File: src/rtl/tag_match_scan.sv
// ---------------------------------------------------------------------------
// tag_match_scan
//
// Sequential tag store and searcher. Holds DEPTH 32-bit tags, each with a
// valid bit. A search request latches a key, and the block then walks the
// table one entry per cycle in ascending order. It reports hit/miss and the
// lowest matching index through a valid/ready response handshake. This is
// the cheap alternative to a full-parallel CAM.
//
// Ports:
//   i_clk        clock, all state changes on the rising edge
//   i_reset      synchronous active-high reset (aborts search, clears valids)
//   i_wr_en      write strobe for one entry
//   i_wr_idx     entry to write (values >= DEPTH are ignored)
//   i_wr_data    tag to store; the entry becomes valid
//   i_clr_all    clears every valid bit (wins over a same-cycle write)
//   i_req_valid  search request valid
//   o_req_ready  high in IDLE; request accepted on valid && ready
//   i_req_key    key to search, latched on acceptance
//   o_rsp_valid  response valid (RESP state)
//   i_rsp_ready  response consumed on valid && ready
//   o_rsp_hit    1 if a valid entry matched the key
//   o_rsp_idx    lowest matching index on a hit, 0 on a miss
//   o_busy       high whenever the FSM is not IDLE
// ---------------------------------------------------------------------------
module tag_match_scan #(
  parameter int DEPTH = 8,
  parameter int IDX_W = $clog2(DEPTH)
) (
  input  logic             i_clk,
  input  logic             i_reset,
  input  logic             i_wr_en,
  input  logic [IDX_W-1:0] i_wr_idx,
  input  logic [31:0]      i_wr_data,
  input  logic             i_clr_all,
  input  logic             i_req_valid,
  output logic             o_req_ready,
  input  logic [31:0]      i_req_key,
  output logic             o_rsp_valid,
  input  logic             i_rsp_ready,
  output logic             o_rsp_hit,
  output logic [IDX_W-1:0] o_rsp_idx,
  output logic             o_busy
);

  typedef enum logic [1:0] {
    IDLE,
    SCAN,
    RESP
  } state_t;

  // One extra bit so a non-power-of-two DEPTH can be range-checked.
  localparam logic [IDX_W:0]   DEPTH_EXT = (IDX_W+1)'(DEPTH);
  localparam logic [IDX_W-1:0] LAST_IDX  = IDX_W'(DEPTH - 1);

  logic [31:0]      tag_mem [DEPTH];
  logic [DEPTH-1:0] valid_q;

  state_t           state_q, state_d;
  logic [IDX_W-1:0] ptr_q, ptr_d;
  logic [IDX_W-1:0] idx_q, idx_d;
  logic             hit_q, hit_d;
  logic [31:0]      key_q, key_d;

  logic             wr_in_range;
  logic             match;

  assign wr_in_range = ({1'b0, i_wr_idx} < DEPTH_EXT);

  // XOR/NOR equality against the registered table, so a write at an edge
  // becomes visible to the comparison in the following cycle.
  assign match = valid_q[ptr_q] && ~|(tag_mem[ptr_q] ^ key_q);

  // Tag contents carry no reset; only the valid bits decide whether an
  // entry can match.
  always_ff @(posedge i_clk) begin
    if (i_wr_en && wr_in_range) begin
      tag_mem[i_wr_idx] <= i_wr_data;
    end
  end

  // Clear has priority over a same-cycle write so nothing survives a clear.
  always_ff @(posedge i_clk) begin
    if (i_reset) begin
      valid_q <= '0;
    end else if (i_clr_all) begin
      valid_q <= '0;
    end else if (i_wr_en && wr_in_range) begin
      valid_q[i_wr_idx] <= 1'b1;
    end
  end

  // FSM state and search datapath registers.
  always_ff @(posedge i_clk) begin
    if (i_reset) begin
      state_q <= IDLE;
      ptr_q   <= '0;
      idx_q   <= '0;
      hit_q   <= 1'b0;
      key_q   <= '0;
    end else begin
      state_q <= state_d;
      ptr_q   <= ptr_d;
      idx_q   <= idx_d;
      hit_q   <= hit_d;
      key_q   <= key_d;
    end
  end

  // Next-state logic. The scan stops at the first match, which gives the
  // lowest matching index because the pointer only counts upward.
  always_comb begin
    state_d = state_q;
    ptr_d   = ptr_q;
    idx_d   = idx_q;
    hit_d   = hit_q;
    key_d   = key_q;
    case (state_q)
      IDLE: begin
        if (i_req_valid) begin
          key_d   = i_req_key;
          ptr_d   = '0;
          state_d = SCAN;
        end
      end
      SCAN: begin
        if (match) begin
          hit_d   = 1'b1;
          idx_d   = ptr_q;
          state_d = RESP;
        end else if (ptr_q == LAST_IDX) begin
          hit_d   = 1'b0;
          idx_d   = '0;
          state_d = RESP;
        end else begin
          ptr_d = ptr_q + IDX_W'(1);
        end
      end
      RESP: begin
        if (i_rsp_ready) begin
          state_d = IDLE;
        end
      end
      default: begin
        state_d = IDLE;
      end
    endcase
  end

  assign o_req_ready = (state_q == IDLE);
  assign o_rsp_valid = (state_q == RESP);
  assign o_busy      = (state_q != IDLE);
  assign o_rsp_hit   = hit_q;
  assign o_rsp_idx   = idx_q;

endmodule

File: config.mk
export PLATFORM = sky130hd
export DESIGN_NAME = tag_match_scan
export DESIGN_NICKNAME = d
export VERILOG_FILES = /design/src/rtl/tag_match_scan.sv
export SDC_FILE = /design/constraint.sdc
export NUM_CORES = 1
export LEC_CHECK = 0
export ABC_CLOCK_PERIOD_IN_PS = 3500
export CORE_MARGIN = 2
export CORE_UTILIZATION = 37
export DETAILED_ROUTE_END_ITERATION = 16
export HOLD_SLACK_MARGIN = 0.06
export PLACE_DENSITY = 0.53
export SYNTH_ARGS = -nofsm -noshare
export SYNTH_HDL_FRONTEND = slang
export SYNTH_SLANG_ARGS = --single-unit
File: constraint.sdc
create_clock -name i_clk -period 3.5 [get_ports i_clk]
set_input_delay 0.7 -clock i_clk [delete_from_list [all_inputs] [get_ports i_clk]]
set_output_delay 0.7 -clock i_clk [all_outputs]
set_load 0.1 [all_outputs]
* After elaboration in Yosys (flattened, before gate mapping)
Memory sizes are Yosys's and may differ from the RTL's. A register that Yosys moved wholly into a read port is not among the register bits. Cells that the tools add are included. W data, S select, Z words.
Storage, ports and cells: flip-flop bits (word level) 49, latch bits 0, RAM bits 256, ROM bits 0, word-level logic and storage cells 55, memories kept 1
Operators by class: $add $sub $neg 1, multipliers 0, div/mod/pow operators 0, magnitude comparators 3, eq/ne operators 8, shifts and indexed selects 0, muxes and demuxes 21, bitwise logic cells 2, reduce and logical (&&, ||, !) cells 13
Memories:
- tag_mem | words 8, width 32, rd ports 1, clocked after Yosys merged registers in 1, write ports 1, line 56 | logic [31:0] tag_mem [DEPTH];
Operators with widths (count):
- $reduce_or A32 Y1 | 1
- $xor A32 B32 Y32 | 1
- $mux W3 | 7
- $lt A3 B4 Y1 const B | 2
- $mux W2 | 4
- $or A8 B8 Y8 | 1
- $mux W1 | 6
- $ne A2 B2 Y1 const B | 3
- $pmux W2 S3 | 1
- $pmux W3 S2 | 1
- $reduce_bool A2 Y1 | 3
- $reduce_and A2 Y1 | 2
- $reduce_and A4 Y1 | 1
- $add A3 B1 Y3 const B | 1
- $bmux W1 S3 | 1
- $demux W1 S3 | 1
- $eq A3 B3 Y1 const B | 1
- $ge A3 B1 Y1 const B | 1
- $ne A3 B3 Y1 const B | 1
- $reduce_and A3 Y1 | 1
- $eq A2 B1 Y1 const B | 1
- $eq A2 B2 Y1 const B | 1
- $logic_and A1 B1 Y1 | 2
- $logic_not A2 Y1 | 1
- 3 further kinds | 3

* Logic depth before layout (Yosys ltp)
Gate-level depths: netlist of run 1.
depth in word-level cells 8, mapped depth 12

* Worst setup path after synthesis of run 1
OpenSTA, ideal clock, no wires.
path kind input-to-reg, from input i_wr_idx[0], to memory tag_mem[0][0] (enable), library setup time 0.464 ns, arrival 3.135 ns, data required time 3.036 ns, setup slack -0.099 ns, stages 2, buffers on the path 0, cell sequence nand2b_1 -> nor3_1
RTL lines:
- start, declared | line 33 | input logic [IDX_W-1:0] i_wr_idx,
- end, declared | line 56
No word-level cell before the write port.

==> metrics.yaml, run 1 <==
syn_area_sq_um: 12070
setup_viol: 0
cts_resized: 0
arrival_ns: 3.61
relSlewSlack: 0.3494
start_util: 0.3738
drt_iter0_markers: 541
syn_area_per_cell_sq_um: 17.02
num-nets-final: 889
cap_violations: 0
async_flop_share: 0
critPathKind: "reg2reg"
yosys_warnings: 0
fillCellCount: 2772
rsz0062_at_grt: "false"
via_count: 6510
clk_latency_ns: 0.55
worst_pin_slew_ns: 0.9729
timing.final.crit_share: 0.9086
cts_buffer_depth: 3
power_uw: 8007
crit_family: "simple AND/OR/NAND/NOR gates"
whs_ns: 0.4668
drt.antenna.violating_nets: 0
setup.worst_path.end_class: "register"
cts.clk_slew.worst_paths_ns: 0.06
worst_path_max_delay_cell: "or4_1"
synth_top_area_frac: 0.6369
yosys.area.top_type: "edfxtp_1"
peakVddDrop_v: 0.0003479
fp.coreArea_sq_um: 32290
max_stage_delay_ns: 0.64
drive_above_1_share: 0.1776
post_cts_buffers: 0
track_usage: 0.1632
timing.fmax_mhz: 314.4
crit_cells: 9
antenna_found_initial: 1
drt-pass1-iter-count: 5
fp.dieH_um: 184.6
dp_slack_ns: 0.3372
worstHoldPathType: "reg2reg"
ctsHoldBuffers: 0
ys_types: 42
h-tree-depth: 1
drc_errors: 0
power.density_nw_per_um2: 546.7
path_cells: "buf_12 > mux2_2 > o22ai_1 > or3_1 > nand4_1 > or4_1 > nor4_4 > nor3_2 > mux2_1"
ys_top_cells_by_count: "edfxtp_1, nand2_1, mux2i_1, dfxtp_1, mux4_2"
routedWlPerCell_um: 21.59
synth_flop_cell: "edfxtp_1"
cp_num_buf_inv: 1
yosysSeqAreaShare: 0.7232
hold_viol_final: 0
setup_ws_ns: 0.3197
cp-start-kind: "register"
first_global_vias: 6727
cts_tree: "yes"
grt_pass1_wl_mm: 41.28
synth-seq-cells: 308
status: "complete, no violations"
floorplan.die_area_sq_um: 34080
crit_required_ns: 3.93
area_growth_pct: 21.35
fin_setup_tns_ns: 0
leakagePower_uw: 0.004651
die_x_um: 184.6
numCtsBuffers: 31
root_buffer: "clkbuf_16"
viasPerCell: 5.078
mappedNetlistNets: 784
grt_max_degree: 36
io-pin-count: 80
wirelength_mm: 27.68
gp_congestion: 0.7910
synth_edf_count: 256
cts_sinks: 308
setup.reg_to_reg.worst_slack_ns: 0.32
synth.area.top_cells: "edfxtp_1, dfxtp_1, mux4_2, mux2i_1, nand2_1"
io_buffer_count: 79
yosysMostFrequentCell: "edfxtp_1"
fin_util: 0.4536
overflow: 0
period_minus_slack_ns: 3.180
netlist_instances: 709
r2r_cells: 9
fin_skew_ns: 0.009294
dpl.hpwl_mm: 16.78
worstPathMaxFanout: 21
seq_area_sq_um: 8735
row_count: 66
multi_input_area_sq_um: 3197
slew_viol_final: 0
[through the flow]
stage	cells	cell area [sq um]
floorplan	709	12080
global route	1282	14650
CTS	1281	14640
global placement	1223	13610
finish	1282	14650
detailed placement	1223	13610
[how the worst min path moves through the flow]
| stage | start | end | slack (ns) | cells past startpoint |
|---|---|---|---|---|
| 2_1_floorplan | valid_q[2] | valid_q[2] | 0.44 | 1 |
| 3_3_place_gp | valid_q[6] | valid_q[6] | 0.44 | 1 |
| 3_5_place_dp | valid_q[5] | valid_q[5] | 0.45 | 1 |
| 4_1_cts | key_q[31] | key_q[31] | 0.47 | 2 |
| 5_1_grt | valid_q[3] | valid_q[3] | 0.49 | 1 |
| 6_report | valid_q[2] | valid_q[2] | 0.47 | 1 |
[kinds of logic (layout without fill, tap and decap cells)]
| family | Yosys count | after routing | synth area share |
|---|---|---|---|
| flip-flops | 308 | 308 | 0.7232 |
| AND/OR/NAND/NOR | 139 | 139 | 0.05546 |
| multiplexers | 118 | 118 | 0.1418 |
| AO/OA/AOI/OAI | 88 | 88 | 0.04613 |
| buffers and inverters | 35 | 165 | 0.01752 |
| XOR/XNOR | 19 | 19 | 0.01379 |
| adder cells (fa/ha/maj) | 2 | 2 | 0.002073 |
| other | 0 | 1 | 0 |
[cells in the final DEF, fill, tap and decap left out, types with 6 or more instances in the layout]
master | netlist | layout
mux2_1 | 6 | 6
a21oi_1 | 36 | 36
o21a_1 | 8 | 8
nand2_1 | 74 | 74
nand2b_1 | 9 | 9
buf_4 | 3 | 15
mux2i_1 | 54 | 54
nor2b_1 | 8 | 8
xnor2_1 | 14 | 14
nor2_4 | 0 | 6
clkinv_2 | 0 | 6
edfxtp_1 | 256 | 256
clkbuf_16 | 0 | 31
mux4_2 | 40 | 40
buf_12 | 0 | 12
dfxtp_1 | 52 | 49
mux2_2 | 18 | 18
o21ai_0 | 10 | 10
a22oi_1 | 6 | 6
a22o_1 | 11 | 11
o22ai_1 | 9 | 9
or3_1 | 9 | 9
clkbuf_1 | 13 | 7
nor2_1 | 14 | 8
clkdlybuf4s50_1 | 0 | 75
[state kept, by name (all words and copies together), names as in the netlist, named ones only]
| register | count |
|---|---|
| key_q | 32 |
| o_rsp_hit | 1 |
| o_rsp_idx | 3 |
| ptr_q | 3 |
| state_q | 2 |
| tag_mem | 256 |
| valid_q | 8 |
[routing by layer]
metal  track usage  routed length (um)
met1        0.2284               12610
met2        0.2695               13380
met3       0.02154                1172
met4       0.04288                 522
met5             0                   0
[report_power, final]
group          switching [uW]  total [uW]  internal [uW]
clock network            1320        3320           2000
logic                     292         541            249
registers                49.9        4150           4100
total                    1660        8010           6350
[final cells by class]
| class | instances | area share |
|---|---|---|
| Tap cell | 442 | 0.03776 |
| Clock inverter | 16 | 0.01213 |
| Multi-Input combinational cell | 366 | 0.2183 |
| Sequential cell | 308 | 0.5964 |
| Timing Repair Buffer | 103 | 0.07569 |
| Antenna cell | 1 | 0.0001709 |
| Clock buffer | 42 | 0.05852 |
| Inverter | 4 | 0.001025 |
Power figures use the tool's default switching activity.
==> run 2: changes to the inputs <==
Settings changed: DONT_BUFFER_PORTS set to 1, PLACE_DENSITY 0.53 to 0.5.
==> metrics.yaml, run 2 (synthesis gave the netlist of run 1 again) <==
worst_pin_slew_ns: 1.046
setup_viol: 0
drt_iter0_markers: 486
fin_util: 0.4284
fin_skew_ns: 0.01792
rsz0062_at_grt: "false"
cts_tree: "yes"
slew_viol_final: 0
h-tree-depth: 2
max_stage_delay_ns: 0.54
period_minus_slack_ns: 3.312
cp_num_buf_inv: 1
sw_frac_of_total: 0.2042
num-nets-final: 812
seq_area_sq_um: 8735
numCtsBuffers: 34
overflow: 0
start_util: 0.3738
row_count: 66
post_cts_buffers: 0
drt-pass1-iter-count: 7
critPathKind: "reg2reg"
relSlewSlack: 0.3018
setup_ws_ns: 0.1879
setup.worst_path.end_class: "register"
track_usage: 0.1662
hold_viol_final: 0
cts.clk_slew.worst_paths_ns: 0.06
drive_above_1_share: 0.1979
dp_slack_ns: 0.1485
top_register: "tag_mem"
layout_common_cells: "edfxtp_1, nand2_1, mux2i_1, dfxtp_1, mux4_2"
worstHoldPathType: "in2reg"
ctsHoldBuffers: 0
setup.reg_to_reg.worst_slack_ns: 0.19
area_growth_pct: 14.61
p_comb_frac: 0.049
root_buffer: "clkbuf_16"
gp_congestion: 0.7470
power.density_nw_per_um2: 581.8
reg_top3: "tag_mem (256), key_q (32), valid_q (8)"
cp-start-kind: "register"
clk_latency_ns: 0.51
path_cells: "buf_4 > mux4_2 > mux2i_1 > xnor2_1 > nor4_1 > nand3_1 > nor4_4 > nor3_2 > mux2_1"
io_buffer_count: 0
multi_input_area_sq_um: 3203
diodes: 0
dpl.hpwl_mm: 17.18
via_count: 6262
status: "complete, no violations"
fin_setup_tns_ns: 0
cts_sinks: 308
first_global_vias: 6667
worstPathMaxFanout: 19
power_switching_uw: 1643
drt.antenna.violating_nets: 0
clkPwrFrac: 0.435
io-pin-count: 80
floorplan.die_area_sq_um: 34080
cap_violations: 0
routedWlPerCell_um: 23.05
fillCellCount: 2813
drc_errors: 0
largest_reg_flops: 256
cts_buffer_depth: 3
die_x_um: 184.6
hp-start: "i_reset"
crit_family: "simple AND/OR/NAND/NOR gates"
min_to: "key_q[23]"
mostFrequentLayoutCell: "edfxtp_1"
leakagePower_uw: 0.004349
viasPerCell: 5.197
grt_max_degree: 46
timing.fmax_mhz: 301.9
antenna_found_initial: 0
wirelength_mm: 27.77
fp.coreArea_sq_um: 32290
arrival_ns: 3.69
fp.dieH_um: 184.6
crit_required_ns: 3.88
r2r_cells: 9
p_int_uw: 6405
hold-path-cell-count: 1
grt_pass1_wl_mm: 41.49
peakVddDrop_v: 0.0002661
seqPwrFrac: 0.516
worst_path_max_delay_cell: "dfxtp_4"
timing.final.crit_share: 0.9463
[run 2: area by class of cell]
type,count,area share
clock buffer,50,0.07264
inverter,4,0.001085
timing repair buffer,23,0.01547
clock inverter,12,0.007779
tap,442,0.03998
multi-input combinational,366,0.2316
sequential,308,0.6315
[run 2: power by group through the flow]
stage                     Combinational [uW]  Sequential, uW  Clock (uW)
after floorplan                          295            4210           0
after global placement                   399            4220           0
after detailed placement                 403            4230           0
after CTS                                405            4150        3590
after global routing                     434            4160        3740
final                                    395            4150        3500
[run 2: repair_timing]
action / 4_1_cts / 5_1_grt
setup endpoints to repair: 0 / 6
hold endpoints to repair: 0 / 0
resized for setup: 0 / 2
[run 2: how the worst max path moves through the flow]
stage / from / to / slack [ns] / cells past startpoint
floorplan: state_q[0] / o_busy / 0.20 / 2
global placement: register / register / 0.18 / 9
detailed placement: register / register / 0.15 / 10
CTS: register / register / 0.14 / 10
global route: register / ptr_q[1] / 0.03 / 9
finish: register / register / 0.19 / 9
[run 2: metrics by stage]
stage               power, uW  instances  hold slack [ns]  cell area (sq um)
floorplan                4502        709           0.4354              12080
global placement         4618       1143           0.4431              12720
detailed placement       4631       1143           0.4489              12720
CTS                      8143       1205           0.2483              13830
global route             8333       1205           0.2473              13830
finish                   8048       1205           0.2683              13830
[run 2: worst reg2reg max path, stage by stage (launching register included)]
cell     delay (ns)
dfxtp_4        0.54
buf_4          0.41
mux4_2         0.38
mux2i_1        0.27
xnor2_1        0.10
nor4_1         0.39
nand3_1        0.27
nor4_4         0.38
nor3_2         0.14
mux2_1         0.33
[run 2: metal layers]
layer	GRT usage	part of all wire
met5	0	0
met4	0.04128	0.015
met3	0.03952	0.061
met2	0.2829	0.49
met1	0.2143	0.43
==> run 3: changes to the inputs <==
Settings changed: CAP_MARGIN set to 40, GPL_ROUTABILITY_DRIVEN set to 0, HOLD_SLACK_MARGIN 0.06 to 0.05.
==> metrics.yaml, run 3 (synthesis gave the netlist of run 1 again) <==
status: "complete, no violations"
cp-start-kind: "register"
io-pin-count: 80
grtUsageMet1: 0.2176
track_usage: 0.1674
crit_required_ns: 3.88
fin_setup_tns_ns: 0
setup.worst_path.end_class: "register"
power.density_nw_per_um2: 581.5
num-nets-final: 816
critPathKind: "reg2reg"
max_stage_delay_ns: 0.53
area_growth_pct: 15.85
drt_iter0_markers: 555
floorplan.die_area_sq_um: 34080
clk_latency_ns: 0.50
power_uw: 8130
grt_max_degree: 46
rsz0062_at_grt: "false"
antenna_found_initial: 0
globalRouteMet3Util: 0.04110
wirelength_mm: 27.80
reg_top3: "tag_mem (256), key_q (32), valid_q (8)"
fp.dieH_um: 184.6
start_util: 0.3738
placed_area_sq_um: 12830
cts_tree: "yes"
cts.clk_slew.worst_paths_ns: 0.06
die_x_um: 184.6
io_buffer_count: 0
cap_violations: 0
post_cts_buffers: 0
dp_cells: 1147
grt_pass1_wl_mm: 41.74
top_usage_layer: "met2"
overflow: 0
fp.coreArea_sq_um: 32290
period_minus_slack_ns: 3.297
globalRouteMet2Util: 0.2827
hp-start: "i_reset"
cts_resized: 0
drt.antenna.violating_nets: 0
layout_common_cells: "edfxtp_1, nand2_1, mux2i_1, dfxtp_1, mux4_2"
cts_buffer_depth: 3
fin_skew_ns: 0.01001
timing.final.crit_share: 0.9421
h-tree-depth: 2
setup_viol: 0
path_cells: "buf_4 > mux4_2 > mux2i_1 > xnor2_1 > nor4_1 > nand3_1 > nor4_4 > nor3_2 > mux2_1"
slew_viol_final: 0
numCtsBuffers: 34
cts_sinks: 308
hold_viol_final: 0
viasPerCell: 5.197
routedWlPerCell_um: 22.99
leakagePower_uw: 0.004410
fin_cells: 1209
mostFrequentLayoutCell: "edfxtp_1"
arrival_ns: 3.67
design_area_sq_um: 13980
timing.fmax_mhz: 303.3
drive_above_1_share: 0.2060
top_register: "tag_mem"
via_count: 6283
worstPathMaxFanout: 19
diodes: 0
worst_pin_slew_ns: 0.8516
relSlewSlack: 0.4323
worstHoldPathType: "in2reg"
drc_errors: 0
largest_reg_flops: 256
drt-pass1-iter-count: 4
row_count: 66
root_buffer: "clkbuf_16"
peakVddDrop_v: 0.0002561
worst_path_max_delay_cell: "dfxtp_4"
first_global_vias: 6733
dpl.hpwl_mm: 17.17
ctsHoldBuffers: 0
-- run 3: cell types whose count changed in the layout (fill, tap and decap cells not counted), sizes merged --
cell,change
clkbuf,-1
buf,+4
clkinvlp,+1
-- run 3: critical path, delay by kind of cell, from the launching register on --
kind	cells	cell delay, ns
muxes	3	0.95
DFF	1	0.53
buffers and inverters	1	0.41
and+or+nand+nor	4	1.17
xor gates and xnor gates	1	0.11
-- run 3: final cells by class --
| type | count | area (sq um) |
|---|---|---|
| Fill cell | 2825 | 18310 |
| Multi-Input combinational cell | 366 | 3203 |
| Tap cell | 442 | 553.0 |
| Clock inverter | 13 | 121.4 |
| Sequential cell | 308 | 8735 |
| Timing Repair Buffer | 27 | 324.1 |
| Clock buffer | 49 | 1031 |
| Inverter | 4 | 15.01 |
-- run 3: routing by layer --
metal	vias up	part of all wire	routed length [um]
li1	2832	-	-
met1	3274	0.43	12090
met2	139	0.49	13690
met3	38	0.056	1565
met4	0	0.016	446
met5	-	0	0
-- run 3: power by group --
part / internal (uW) / switching (uW)
Sequential: 4100 / 49.7
Combinational: 165 / 228
Clock: 2200 / 1390
-- run 3: metrics by stage --
step           setup slack [ns]    util  hold WS [ns]
2_1_floorplan            0.1993       -        0.4354
3_3_place_gp             0.1833  0.3938        0.4431
3_5_place_dp             0.1522  0.3972        0.4536
4_1_cts                  0.1383  0.4329        0.2469
5_1_grt                 0.02224  0.4330        0.2380
6_report                 0.2028  0.4330        0.2643
-- run 3: final timing paths --
path	to	slack, ns	cells past startpoint
max	register	0.20	9
min	key_q[28]	0.26	1
max reg2reg	register	0.20	9
min reg2reg	valid_q[7]	0.46	1
